## config.mk

```make
export PLATFORM = sky130hd
export DESIGN_NAME = dmem_ctrl_flat
export DESIGN_NICKNAME = d
export VERILOG_FILES = /design/src/rtl/dmem_if.sv /design/src/rtl/dmem_ctrl.sv /design/src/flat_wrapper.sv
export SDC_FILE = /design/constraint.sdc
export NUM_CORES = 1
export LEC_CHECK = 0
export CAP_MARGIN = 10
export CORE_ASPECT_RATIO = 0.6
export CORE_MARGIN = 3
export CORE_UTILIZATION = 48
export CTS_BUF_LIST = sky130_fd_sc_hd__clkbuf_8
export DETAILED_ROUTE_END_ITERATION = 8
export GPL_TIMING_DRIVEN = 0
export PLACE_DENSITY = 0.95
export SETUP_SLACK_MARGIN = 0.4
export SYNTH_ARGS = -nofsm -noshare
export SYNTH_HDL_FRONTEND = slang
export SYNTH_SLANG_ARGS = --single-unit
```

## constraint.sdc

```tcl
create_clock -name clk -period 7.7 [get_ports clk]
set_input_delay 2.31 -clock clk [delete_from_list [all_inputs] [get_ports clk]]
set_output_delay 2.31 -clock clk [all_outputs]
set_load 0.03 [all_outputs]
```

## src/rtl/dmem_if.sv

```systemverilog
// Data-memory controller bus bundle: two requester ports (CPU = 0, DMA = 1)
// plus the synchronous-write / asynchronous-read memory port.
//   slave  : seen by the controller (requests in, completions and memory strobes out)
//   master : seen by the requesters and the memory model
interface dmem_if;
  logic        req0, req1;
  logic        we0, we1;
  logic [1:0]  size0, size1;
  logic [31:0] addr0, addr1;
  logic [31:0] wdata0, wdata1;
  logic        ack0, ack1;
  logic [31:0] rdata0, rdata1;
  logic        err0, err1;
  logic        mem_write;
  logic [31:0] mem_address;
  logic [31:0] mem_wordIn;
  logic [31:0] mem_wordOut;

  modport slave (
    input  req0, req1, we0, we1, size0, size1, addr0, addr1, wdata0, wdata1,
    input  mem_wordOut,
    output ack0, ack1, rdata0, rdata1, err0, err1,
    output mem_write, mem_address, mem_wordIn
  );

  modport master (
    output req0, req1, we0, we1, size0, size1, addr0, addr1, wdata0, wdata1,
    output mem_wordOut,
    input  ack0, ack1, rdata0, rdata1, err0, err1,
    input  mem_write, mem_address, mem_wordIn
  );
endinterface

```

## src/rtl/dmem_ctrl.sv

```systemverilog
// Two-requester data-memory controller with round-robin arbitration,
// big-endian byte/half/word lanes and read-modify-write for sub-word stores.
// Ports:
//   clk          single clock, rising edge
//   rst          asynchronous active-high reset
//   bus (slave)  req/we/size/addr/wdata in, ack/err/rdata out per requester;
//                mem_write/mem_address/mem_wordIn out, mem_wordOut in
// rdata0/1 are combinational from mem_wordOut (the memory reads asynchronously
// and load data must appear in the same cycle as ack); all other outputs are flops.
module dmem_ctrl #(
  parameter int unsigned MEM_BYTES = 16384
) (
  input  logic   clk,
  input  logic   rst,
  dmem_if.slave  bus
);

  localparam logic [31:0] LAST_BYTE = 32'(MEM_BYTES - 1);
  localparam logic [31:0] LAST_WORD = 32'(MEM_BYTES - 4);

  typedef enum logic [1:0] {IDLE = 2'd0, RD = 2'd1, WR = 2'd2, ERR = 2'd3} state_e;

  state_e      state_q, state_d;
  logic        last_grant_q, last_grant_d;
  logic        gnt_q, gnt_d;
  logic        we_q, we_d;
  logic [1:0]  size_q, size_d;
  logic [31:0] addr_q, addr_d;
  logic [31:0] wdata_q, wdata_d;
  logic        ack0_q, ack0_d, ack1_q, ack1_d;
  logic        err0_q, err0_d, err1_q, err1_d;
  logic        mem_write_q, mem_write_d;
  logic [31:0] mem_address_q, mem_address_d;
  logic [31:0] mem_word_in_q, mem_word_in_d;

  logic        grant_c, bad_c, ack_c, err_c;
  logic        sel_we;
  logic [1:0]  sel_size;
  logic [31:0] sel_addr, sel_wdata, rdata_c;

  // Pick the addressed byte/half (big endian) and zero-extend; words pass through.
  function automatic logic [31:0] lane_extract(input logic [31:0] word,
                                               input logic [1:0] size,
                                               input logic [1:0] off);
    logic [31:0] r;
    r = word;
    case (size)
      2'b00: begin
        case (off)
          2'd0:    r = {24'd0, word[31:24]};
          2'd1:    r = {24'd0, word[23:16]};
          2'd2:    r = {24'd0, word[15:8]};
          default: r = {24'd0, word[7:0]};
        endcase
      end
      2'b01:   r = off[1] ? {16'd0, word[15:0]} : {16'd0, word[31:16]};
      default: r = word;
    endcase
    return r;
  endfunction

  // Replace the addressed lane of word with the right-justified store data.
  function automatic logic [31:0] lane_insert(input logic [31:0] word,
                                              input logic [31:0] data,
                                              input logic [1:0] size,
                                              input logic [1:0] off);
    logic [31:0] r;
    r = word;
    case (size)
      2'b00: begin
        case (off)
          2'd0:    r[31:24] = data[7:0];
          2'd1:    r[23:16] = data[7:0];
          2'd2:    r[15:8]  = data[7:0];
          default: r[7:0]   = data[7:0];
        endcase
      end
      2'b01: begin
        if (off[1]) r[15:0] = data[15:0];
        else        r[31:16] = data[15:0];
      end
      default: r = data;
    endcase
    return r;
  endfunction

  // Round-robin choice and the selected requester's command.
  always_comb begin
    grant_c   = (bus.req0 && bus.req1) ? ~last_grant_q : bus.req1;
    sel_we    = grant_c ? bus.we1    : bus.we0;
    sel_size  = grant_c ? bus.size1  : bus.size0;
    sel_addr  = grant_c ? bus.addr1  : bus.addr0;
    sel_wdata = grant_c ? bus.wdata1 : bus.wdata0;
    case (sel_size)
      2'b00:   bad_c = sel_addr > LAST_BYTE;
      2'b01:   bad_c = sel_addr[0] || (sel_addr > LAST_BYTE);
      2'b10:   bad_c = (sel_addr[1:0] != 2'b00) || (sel_addr > LAST_WORD);
      default: bad_c = 1'b1;
    endcase
  end

  // Next state, latched command and registered outputs derived from the next state.
  always_comb begin
    state_d       = state_q;
    last_grant_d  = last_grant_q;
    gnt_d         = gnt_q;
    we_d          = we_q;
    size_d        = size_q;
    addr_d        = addr_q;
    wdata_d       = wdata_q;
    mem_word_in_d = 32'd0;

    case (state_q)
      IDLE: begin
        if (bus.req0 || bus.req1) begin
          gnt_d        = grant_c;
          last_grant_d = grant_c;
          we_d         = sel_we;
          size_d       = sel_size;
          addr_d       = sel_addr;
          wdata_d      = sel_wdata;
          if (bad_c) begin
            state_d = ERR;
          end else if (sel_we && sel_size == 2'b10) begin
            state_d       = WR;
            mem_word_in_d = sel_wdata;
          end else begin
            // loads, and the read half of a sub-word read-modify-write
            state_d = RD;
          end
        end
      end
      RD: begin
        if (we_q) begin
          state_d       = WR;
          mem_word_in_d = lane_insert(bus.mem_wordOut, wdata_q, size_q, addr_q[1:0]);
        end else begin
          state_d = IDLE;
        end
      end
      default: state_d = IDLE;
    endcase

    mem_write_d   = (state_d == WR);
    mem_address_d = (state_d == RD || state_d == WR) ? {addr_d[31:2], 2'b00} : 32'd0;
    ack_c         = (state_d == WR) || (state_d == ERR) || (state_d == RD && !we_d);
    err_c         = (state_d == ERR);
    ack0_d        = ack_c && !gnt_d;
    ack1_d        = ack_c && gnt_d;
    err0_d        = err_c && !gnt_d;
    err1_d        = err_c && gnt_d;
  end

  always_ff @(posedge clk or posedge rst) begin
    if (rst) begin
      state_q       <= IDLE;
      last_grant_q  <= 1'b1;
      gnt_q         <= 1'b0;
      we_q          <= 1'b0;
      size_q        <= 2'b00;
      addr_q        <= 32'd0;
      wdata_q       <= 32'd0;
      ack0_q        <= 1'b0;
      ack1_q        <= 1'b0;
      err0_q        <= 1'b0;
      err1_q        <= 1'b0;
      mem_write_q   <= 1'b0;
      mem_address_q <= 32'd0;
      mem_word_in_q <= 32'd0;
    end else begin
      state_q       <= state_d;
      last_grant_q  <= last_grant_d;
      gnt_q         <= gnt_d;
      we_q          <= we_d;
      size_q        <= size_d;
      addr_q        <= addr_d;
      wdata_q       <= wdata_d;
      ack0_q        <= ack0_d;
      ack1_q        <= ack1_d;
      err0_q        <= err0_d;
      err1_q        <= err1_d;
      mem_write_q   <= mem_write_d;
      mem_address_q <= mem_address_d;
      mem_word_in_q <= mem_word_in_d;
    end
  end

  // Load data exists only during the RD cycle of a load.
  assign rdata_c = (state_q == RD && !we_q) ?
                   lane_extract(bus.mem_wordOut, size_q, addr_q[1:0]) : 32'd0;

  assign bus.rdata0      = gnt_q ? 32'd0 : rdata_c;
  assign bus.rdata1      = gnt_q ? rdata_c : 32'd0;
  assign bus.ack0        = ack0_q;
  assign bus.ack1        = ack1_q;
  assign bus.err0        = err0_q;
  assign bus.err1        = err1_q;
  assign bus.mem_write   = mem_write_q;
  assign bus.mem_address = mem_address_q;
  assign bus.mem_wordIn  = mem_word_in_q;

endmodule

```

## src/flat_wrapper.sv

```systemverilog
// flat-port wrapper written by rule: the top's interface ports become plain ports
module dmem_ctrl_flat 
#(
  parameter int unsigned MEM_BYTES = 16384
)
  (clk, rst, bus_req0, bus_req1, bus_we0, bus_we1, bus_size0, bus_size1, bus_addr0, bus_addr1, bus_wdata0, bus_wdata1, bus_mem_wordOut, bus_ack0, bus_ack1, bus_rdata0, bus_rdata1, bus_err0, bus_err1, bus_mem_write, bus_mem_address, bus_mem_wordIn);
  dmem_if bus_i ();
  input  logic clk;
  input  logic rst;
  input wire logic [$bits(bus_i.req0)-1:0] bus_req0;
  input wire logic [$bits(bus_i.req1)-1:0] bus_req1;
  input wire logic [$bits(bus_i.we0)-1:0] bus_we0;
  input wire logic [$bits(bus_i.we1)-1:0] bus_we1;
  input wire logic [$bits(bus_i.size0)-1:0] bus_size0;
  input wire logic [$bits(bus_i.size1)-1:0] bus_size1;
  input wire logic [$bits(bus_i.addr0)-1:0] bus_addr0;
  input wire logic [$bits(bus_i.addr1)-1:0] bus_addr1;
  input wire logic [$bits(bus_i.wdata0)-1:0] bus_wdata0;
  input wire logic [$bits(bus_i.wdata1)-1:0] bus_wdata1;
  input wire logic [$bits(bus_i.mem_wordOut)-1:0] bus_mem_wordOut;
  output wire logic [$bits(bus_i.ack0)-1:0] bus_ack0;
  output wire logic [$bits(bus_i.ack1)-1:0] bus_ack1;
  output wire logic [$bits(bus_i.rdata0)-1:0] bus_rdata0;
  output wire logic [$bits(bus_i.rdata1)-1:0] bus_rdata1;
  output wire logic [$bits(bus_i.err0)-1:0] bus_err0;
  output wire logic [$bits(bus_i.err1)-1:0] bus_err1;
  output wire logic [$bits(bus_i.mem_write)-1:0] bus_mem_write;
  output wire logic [$bits(bus_i.mem_address)-1:0] bus_mem_address;
  output wire logic [$bits(bus_i.mem_wordIn)-1:0] bus_mem_wordIn;
  assign bus_i.req0 = bus_req0;
  assign bus_i.req1 = bus_req1;
  assign bus_i.we0 = bus_we0;
  assign bus_i.we1 = bus_we1;
  assign bus_i.size0 = bus_size0;
  assign bus_i.size1 = bus_size1;
  assign bus_i.addr0 = bus_addr0;
  assign bus_i.addr1 = bus_addr1;
  assign bus_i.wdata0 = bus_wdata0;
  assign bus_i.wdata1 = bus_wdata1;
  assign bus_i.mem_wordOut = bus_mem_wordOut;
  assign bus_ack0 = bus_i.ack0;
  assign bus_ack1 = bus_i.ack1;
  assign bus_rdata0 = bus_i.rdata0;
  assign bus_rdata1 = bus_i.rdata1;
  assign bus_err0 = bus_i.err0;
  assign bus_err1 = bus_i.err1;
  assign bus_mem_write = bus_i.mem_write;
  assign bus_mem_address = bus_i.mem_address;
  assign bus_mem_wordIn = bus_i.mem_wordIn;
  dmem_ctrl #(.MEM_BYTES(MEM_BYTES)) u_core (.clk(clk), .rst(rst), .bus(bus_i));
endmodule
```

Word level (Yosys, flattened, before mapping) --
Index checks and enable logic that the tools add are counted.
Cells by class: $add $sub $neg 0, $mul 0, divide/modulo/power cells 0, order comparisons 2, eq/ne operators 9, shift-type cells 0, muxes and demuxes 36, bitwise logic cells 1, reduce and logical (&&, ||, !) cells 24
Operators by type and width (number):
- 32-bit 2-to-1 mux | 12
- 32-bit case mux with 2 select lines | 3
- 32-bit by 14-bit > comparator with 1-bit output (second input constant) | 2
- 16-bit 2-to-1 mux | 3
- 8-bit 2-to-1 mux | 4
- 8-bit case mux with 3 select lines | 1
- 2-bit by 1-bit == test with 1-bit output (second input constant) | 5
- 2-bit 2-to-1 mux | 5
- 2-bit == test (second input constant) | 4
- 1-bit logical AND | 8
- 2-bit zero test | 4
- 1-bit logical OR | 6
- 1-bit 2-to-1 mux | 6
- 2-bit case mux with 2 select lines | 1
- 1-bit zero test | 3
- 1-bit case mux with 3 select lines | 1
- 3-bit OR reduction | 1
- 2-bit AND reduction | 1
- 2-bit nonzero test | 1
- 1-bit NOT | 1
Storage, ports and cells: register bits 140, bits in latches 0, memory bits (writable) 0, bits in read-only memories 0, bits of input ports 170, output and inout port bits 133, word-level logic and storage cells 87, memories 0

Logic depth before layout (Yosys ltp) --
depth after elaboration 13, gate-level depth with buffers 9, depth with buffers taken out 8

Worst setup path after synthesis --
OpenSTA, ideal clock, no wires.
kind input -> output, from in bus_mem_wordOut[9], to out bus_rdata0[1], arrival 3062 ps, data required time 5390 ps, slack 2328 ps, cell stages on the path 4, path buffers 0, cells stage by stage mux2i_1 -> a21oi_1 -> o221ai_1 -> nor2_1
Between the ends: longest elaborated chain between the ends 4
RTL lines:
- start: declaration | RTL line flat_wrapper.sv:20 | input wire logic [$bits(bus_i.mem_wordOut)-1:0] bus_mem_wordOut;
- 8-bit case mux with 3 select lines | RTL line dmem_ctrl.sv:49 | case (off)
- 32-bit case mux with 2 select lines | RTL line dmem_ctrl.sv:47 | case (size)
- 32-bit 2-to-1 mux | RTL line dmem_ctrl.sv:189 | assign rdata_c = (state_q == RD && !we_q) ?
- 32-bit 2-to-1 mux | RTL line dmem_ctrl.sv:192 | assign bus.rdata0 = gnt_q ? 32'd0 : rdata_c;
- end: declaration | RTL line flat_wrapper.sv:23 | output wire logic [$bits(bus_i.rdata0)-1:0] bus_rdata0;
Every way passes these cells.

Worst setup path after layout --
from in bus_mem_wordOut[25], to out bus_rdata1[1]
Between the ends: longest elaborated chain between the ends 4
RTL lines:
- 8-bit case mux with 3 select lines | RTL line dmem_ctrl.sv:49
- 32-bit case mux with 2 select lines | RTL line dmem_ctrl.sv:47
- 32-bit 2-to-1 mux | RTL line dmem_ctrl.sv:189
- 32-bit 2-to-1 mux | RTL line dmem_ctrl.sv:193 | assign bus.rdata1 = gnt_q ? rdata_c : 32'd0;
- end: declaration | RTL line flat_wrapper.sv:24 | output wire logic [$bits(bus_i.rdata1)-1:0] bus_rdata1;
Every way passes these cells.

==> impl_metrics.yaml <==
floorplan:
  io_pins: 303
  start_util_pct: 49.5
  die_area_um2: 16600
  rows: 34
  core-area_um2: 14600
  die_width_um: 165
  die_y_um: 101
pwr:
  power_leakage_uw: 0.00456
  cellPowerDensity_nw_per_um2: 373
  p_sw_uw: 1850
  internal_power_uw: 2240
  pwr-share-clk_pct: 15.9
  p_comb_share_pct: 54.7
  seqPwrFrac_pct: 29.5
  peakVddDrop_v: 0.000191
  totalPowerFinal_uw: 4090
  swShare_pct: 45.3
yosys:
  async_flop_share_pct: 100
  yosysUniqueCellTypes: 45
  synth_edf_count: 0
  yosys_warnings: 0
  synth_top_area_share_pct: 47.3
  synth_common_cells: "137 x dfrtp_1, 107 x nor2_1, 92 x mux2i_1"
  ys_dominant_reg_cell: "dfrtp_1"
  synthTopCellsByArea: "dfrtp_1 47%, mux2i_1 13%, a21oi_1 6.1%, nor2_1 5.5%, nor2b_1 3.5%"
  postSynthCellCount: 750
  yosysSeqAreaShare_pct: 47.7
  netlist_area_um2: 7240
  synth_seq_cells: 138
  synth.most_common_cell: "dfrtp_1"
  synth.avg_cell_area_um2: 9.65
  synth_top_area_cell: "dfrtp_1"
setup_path:
  end_kind: "output pin"
  cp.arrival_ns: 4.46
  cp_max_fo: 6
  startpoint_type: "primary input"
  critical_path_class: "in -> out"
  cp.required_ns: 5.39
grt:
  grt_pass1_wl_um: 40300
  grt.total_usage_pct: 32.1
  gr-total-overflow: 0
  grt_max_degree: 103
  grt_pass1_vias: 7111
  busiest_layer: "met2"
  antenna_found_initial: 0
  met1_usage_pct: 44.7
  use_met3_pct: 12.4
  gr-usage-met2_pct: 47.6
final_layout:
  area_growth_pct: 51.3
  num_antenna_cells: 0
  final_nets: 1244
  layout-drive-gt1-share_pct: 7.66
route:
  antenna_left: 0
  first_iter_violations: 604
  viasPerCell: 5.67
  drtPass1Iterations: 5
  drc_errors: 0
  wl_um: 27300
  wire_per_inst_um: 21.3
  vias: 7264
cts:
  numCtsBuffers: 17
  cts_tree: "built"
  cts-root-buf: "clkbuf_8"
  clock_latency_ns: 0.45
  path_clk_slew_ns: 0.09
  hold_buffers: 0
  cts_htree_levels: 4
  postCtsResizedCells: 0
  postCtsSetupRepairBufs: 0
  clock-sinks: 138
  clk_path_buf_depth: 2
placed_design:
  place.gp.congestion: 0.992
  dp_hpwl_um: 21300
  io_buffers: 300
timing:
  setup_viol: 0
  slew_headroom_pct: 51.7
  fmax_ghz: 0.148
  fin_setup_tns_ns: 0
  hold_viol_final: 0
  slew_violations: 0
  tightest_slew_ns: 0.725
  fin_worst_skew_ns: 0.0212
  period_minus_slack_ns: 6.77
  fin_crit_sh_pct: 87.9
  rsz0062_at_grt: "no"
outcome:
  outcome: "finished, final reports clean"
job:
  maxCapViolCount: 0
min_path:
  hp-class: "reg -> reg"
==> kinds of logic after synthesis <==
logic type      Yosys count  synth area share, %
compound gates          186                 16.0
fa+ha+maj                 3                0.518
buf+inv                  75                 4.87
flops                   138                 47.7
mux                     101                 14.1
other cells               1               0.0518
simple gates            246                 16.7
==> cell usage in the layout (no fill, tap or decap), drive strengths merged, types with 22 or more instances in the layout <==
master	n
mux2i	92
inv	22
a21oi	89
o22ai	24
nor2	108
o21ai	23
and2	35
nor2b	41
clkbuf	43
clkdlybuf4s50	300
dfrtp	137
buf	36
nand2	28
==> worst max-delay path, stage by stage <==
cell and delay [ns]:
clkdlybuf4s50_1 0.66, mux2i_1 0.13, a21oi_1 0.23, o221ai_1 0.21, nor2_1 0.21, clkdlybuf4s50_1 0.70
==> power by group through the flow <==
stage	registers, µW	logic, µW	clock network, µW
floorplan	1410	1140	0
global placement	1200	2150	0
detailed placement	1210	2190	0
CTS	1200	2210	652
global route	1230	2390	687
finish	1200	2240	649
==> path summary, 6_finish.rpt <==
kind | startpoint | endpoint | slack, ns | cells past startpoint
min in group asynchronous | rst | u_core.bus.mem_address[5] | 2.22 | 2
max reg2reg | u_core.state_q[0] | u_core.bus.mem_address[17] | 4.94 | 9
min | u_core.wdata_q[19] | u_core.wdata_q[19] | 0.53 | 2
max in group asynchronous | rst | u_core.bus.mem_wordIn[13] | 4.65 | 3
max | bus_mem_wordOut[25] | bus_rdata1[1] | 0.93 | 6
min reg2reg | u_core.wdata_q[19] | u_core.wdata_q[19] | 0.53 | 2
==> metrics by stage <==
step / hold slack, ns / setup WS (ns) / cells / instance area (µm²) / utilization [%]
after floorplan: 0.495 / 1.70 / 751 / 7240 / -
after global placement: 0.504 / -0.0464 / 1249 / 10500 / 71.7
after detailed placement: 0.515 / 0.942 / 1250 / 10500 / 71.9
after CTS: 0.537 / 0.941 / 1282 / 11000 / 74.9
after global routing: 0.560 / 0.887 / 1282 / 11000 / 74.9
final: 0.535 / 0.928 / 1282 / 11000 / 74.9
==> sequential cells by signal, summed over array words and instances (netlist names) <==
register	count
u_core.last_grant_q	1
u_core.wdata_q	32
u_core.bus.mem_write	1
u_core.bus.err0	1
u_core.bus.err1	1
u_core.bus.mem_wordIn	32
u_core.size_q	2
u_core.addr_q	32
u_core.bus.ack1	1
u_core.we_q	1
u_core.state_q	2
u_core.bus.ack0	1
u_core.bus.mem_address	30
u_core.gnt_q	1
==> metal layers <==
metal | up-vias | share of wire (%)
li1 | 3293 | -
met1 | 3469 | 42
met2 | 453 | 43
met3 | 49 | 13
met4 | 0 | 1.9
met5 | - | 0
==> layout make-up <==
type / count / area (µm²)
Clock buffer: 18 / 248
Inverter: 15 / 61.3
Clock inverter: 14 / 183
Tap cell: 198 / 248
Multi-Input combinational cell: 538 / 3440
Fill cell: 1064 / 3680
Buffer: 60 / 297
Sequential cell: 138 / 3450
Timing Repair Buffer: 301 / 3030
(Power assumes the default switching activity.)
==> RTL edit 1: new RTL, config.mk and constraints unchanged <==
Encoding of `state_e`: now one-hot (4 bits for 4 states).
--- a/src/rtl/dmem_ctrl.sv
+++ b/src/rtl/dmem_ctrl.sv
@@ -18,7 +18,7 @@
   localparam logic [31:0] LAST_BYTE = 32'(MEM_BYTES - 1);
   localparam logic [31:0] LAST_WORD = 32'(MEM_BYTES - 4);
 
-  typedef enum logic [1:0] {IDLE = 2'd0, RD = 2'd1, WR = 2'd2, ERR = 2'd3} state_e;
+  typedef enum logic [3:0] {IDLE = 4'b0001, RD = 4'b0010, WR = 4'b0100, ERR = 4'b1000} state_e;
 
   state_e      state_q, state_d;
   logic        last_grant_q, last_grant_d;
Check against the original RTL: no difference found for any inputs over 4 cycles, from zero or initial values and one cycle with rst high; so few cycles prove little.
==> RTL edit 1 against the original RTL <==
Setup slack improved by 0.097 ns; synthesized area increased by 0.86%; final area about the same; total power decreased by 28%; worst hold slack got worse by 0.047 ns; utilization decreased by 0.27 points; routed wire length increased by 5.3%; sequential cell count increased by 2; die area increased by 0.82%; largest power group unchanged.
==> RTL edit 1: results <==
set metrics [dict create \
    wl_per_cell_um 21.7 \
    routed-via-count 7643 \
    yosys_register_bits 140 \
    insertion_delay_ns 0.43 \
    multi_input_gates 583 \
    synth_common_cells "dfrtp_1, nand2_1, nor2_1" \
    clock_skew_ns 0.0159 \
    endpoint "bus_rdata0[7]" \
    grt_usage_pct 34.3 \
    r2r-end "u_core.wdata_q[21]" \
    drt_iter0_markers 784 \
    grt_pass1_vias 7415 \
    r2r_slack_ns 5.33 \
    drive_gt1_share_pct 8.37 \
    place_hpwl_um 22400 \
    crit_arrival_ns 4.36 \
    tightest_slew_ns 0.902 \
    register_area_um2 3510 \
    yosysSeqAreaShare_pct 48.0 \
    timing.rr.start "u_core.state_q[0]" \
    status "completed" \
    startpoint "bus_mem_wordOut[31]" \
    clockNetworkAreaShare_pct 3.29 \
    inverters 7 \
    area_share_nonclk_buffers_pct 30.3 \
    synth_cell_types 56 \
]
[RTL edit 1: changes by cell type in the layout (fill, tap and decap cells not counted), sizes merged, moves of 13 or more]
cell / before / now
mux2i: 92 / 53
nand2: 28 / 131
inv: 22 / 9
a31oi: 1 / 34
o22ai: 24 / 37
nor2: 108 / 87
o21ai: 23 / 59
a21oi: 89 / 15
[RTL edit 1: stage by stage]
stage	cells	area, um2	util (%)	hold WS [ns]
2_1_floorplan	790	7310	-	0.450
3_3_place_gp	1288	10600	71.9	0.462
3_5_place_dp	1289	10600	72.2	0.473
4_1_cts	1321	11000	74.6	0.493
5_1_grt	1321	11000	74.6	0.520
6_report	1321	11000	74.6	0.488
[RTL edit 1: logic make-up (layout without fill, tap and decap cells)]
group / Yosys count / count (layout) / share of synthesized area [%]
DFF: 140 / 140 / 48.0
buffers and inverters: 67 / 400 / 4.35
and+or+nand+nor: 312 / 312 / 19.9
other: 1 / 2 / 0.0513
AOI/OAI and AO/OA: 208 / 208 / 19.0
muxes: 61 / 61 / 8.67
[RTL edit 1: layer usage]
| layer | global-route usage (%) | vias up | share of wire [%] |
|---|---|---|---|
| met5 | 0 | - | 0 |
| met4 | 6.77 | 0 | 1.6 |
| met1 | 49.6 | 3650 | 43 |
| met2 | 49.6 | 522 | 43 |
| li1 | - | 3430 | - |
| met3 | 12.9 | 41 | 13 |
[RTL edit 1: power groups by stage]
stage | sequential (mW) | clock [mW] | combinational, mW
floorplan | 1.04 | 0 | 0.856
global placement | 1.06 | 0 | 1.27
detailed placement | 1.07 | 0 | 1.30
CTS | 1.06 | 0.556 | 1.30
global route | 1.09 | 0.588 | 1.45
finish | 1.07 | 0.552 | 1.34
==> RTL edit 2: new RTL, same settings <==
Made on the original files. `MEM_BYTES` is set to 16384 in 2 places; all go to 8192.
--- a/src/rtl/dmem_ctrl.sv
+++ b/src/rtl/dmem_ctrl.sv
@@ -8,7 +8,7 @@
 // rdata0/1 are combinational from mem_wordOut (the memory reads asynchronously
 // and load data must appear in the same cycle as ack); all other outputs are flops.
 module dmem_ctrl #(
-  parameter int unsigned MEM_BYTES = 16384
+  parameter int unsigned MEM_BYTES = 8192
 ) (
   input  logic   clk,
   input  logic   rst,
--- a/src/flat_wrapper.sv
+++ b/src/flat_wrapper.sv
@@ -1,7 +1,7 @@
 // flat-port wrapper written by rule: the top's interface ports become plain ports
 module dmem_ctrl_flat 
 #(
-  parameter int unsigned MEM_BYTES = 16384
+  parameter int unsigned MEM_BYTES = 8192
 )
   (clk, rst, bus_req0, bus_req1, bus_we0, bus_we1, bus_size0, bus_size1, bus_addr0, bus_addr1, bus_wdata0, bus_wdata1, bus_mem_wordOut, bus_ack0, bus_ack1, bus_rdata0, bus_rdata1, bus_err0, bus_err1, bus_mem_write, bus_mem_address, bus_mem_wordIn);
   dmem_if bus_i ();
Formal check against the unedited RTL: not equivalent (Yosys sat finds a counterexample within 4 cycles, from zero or initial values and one cycle with rst high).
==> RTL edit 2 against the original RTL <==
Sequential cell count unchanged; synthesized area decreased by 0.71%; die area decreased by 0.67%; total power decreased by 1.4%; setup slack improved by 0.0030 ns; final area decreased by 0.98%; routed wire length increased by 5.6%; synthesized cell count increased by 0.13%; utilization increased by 2.0 points; highest routed layer unchanged.
==> RTL edit 2: results <==
set metrics [dict create \
    startpoint "bus_mem_wordOut[26]" \
    p_leak_nw 4.50 \
    min_from "u_core.wdata_q[29]" \
    preCtsSetupSlack_ns 1.03 \
    endpoint "bus_rdata1[2]" \
    antennaDiodeCount 0 \
    tightest_slew_ns 1.11 \
    yosysSeqAreaShare_pct 48.1 \
    cts.clk_slew.worst_paths_ns 0.09 \
    place_congestion 1.00 \
    synth_common_cells "dfrtp_1, nor2_1, mux2i_1" \
    whs_endpoint "u_core.wdata_q[29]" \
    place_hpwl_um 22300 \
    grt_pass1_vias 7397 \
    status "completed" \
    routed-via-count 7590 \
    place_area_um2 10500 \
    r2r-end "u_core.bus.mem_address[28]" \
    antenna_found_initial 0 \
    synth.area.mux_share_pct 13.1 \
    syn_avg_cell_area_um2 9.57 \
    synth_compound_area_share_pct 17.0 \
    ys_top_cells_by_area "dfrtp_1, mux2i_1, nor2_1" \
    reg2regPathDepth 6 \
    timing.rr.start "u_core.state_q[1]" \
    routed_wl_um 28800 \
    fill_cells 1018 \
    nets 1245 \
    grt_pass1_wl_um 42800 \
    clock_skew_ns 0.0121 \
    ir_drop_v 0.000224 \
    synth_cell_types 41 \
    wl_per_cell_um 22.6 \
    finalWorstPathRequiredPeriod_ns 6.77 \
    synthAdderAreaFrac_pct 0.522 \
    r2r_slack_ns 4.81 \
    grt_max_degree 91 \
    hold_ws_ns 0.538 \
    drive_gt1_share_pct 6.82 \
    grt_usage_pct 34.5 \
    post_cts_buffers 0 \
    drt_iter0_markers 724 \
]
RTL edit 2: cell type report:
type	count	area, um2	share of cell area [%]
clock buffer	17	234	2.16
timing repair buffer	301	3030	27.9
clock inverter	15	148	1.36
sequential	138	3450	31.8
buffer	59	292	2.69
inverter	8	35.0	0.323
multi-input combinational	547	3420	31.5
tap	192	240	2.21
RTL edit 2: metal layers:
metal  track usage, %  vias to the layer above  wire length, um
met1             47.1                     3688            11800
met3             10.4                       73             3490
li1                 -                     3315                -
met2             53.4                      514            12900
met5                0                        -                0
met4             10.3                        0              680
RTL edit 2: worst max-delay path, cell delays in order:
cell and delay, ns:
clkdlybuf4s50_1 0.71, mux2i_1 0.19, a21oi_1 0.21, o221ai_1 0.19
nor2_1 0.13, clkdlybuf4s50_1 0.71
RTL edit 2: power by group:
part	internal, mW	switching (mW)	leakage (nW)	total (mW)
clock	0.243	0.348	0.199	0.592
combinational	0.841	1.38	2.63	2.22
sequential	1.04	0.186	1.67	1.23
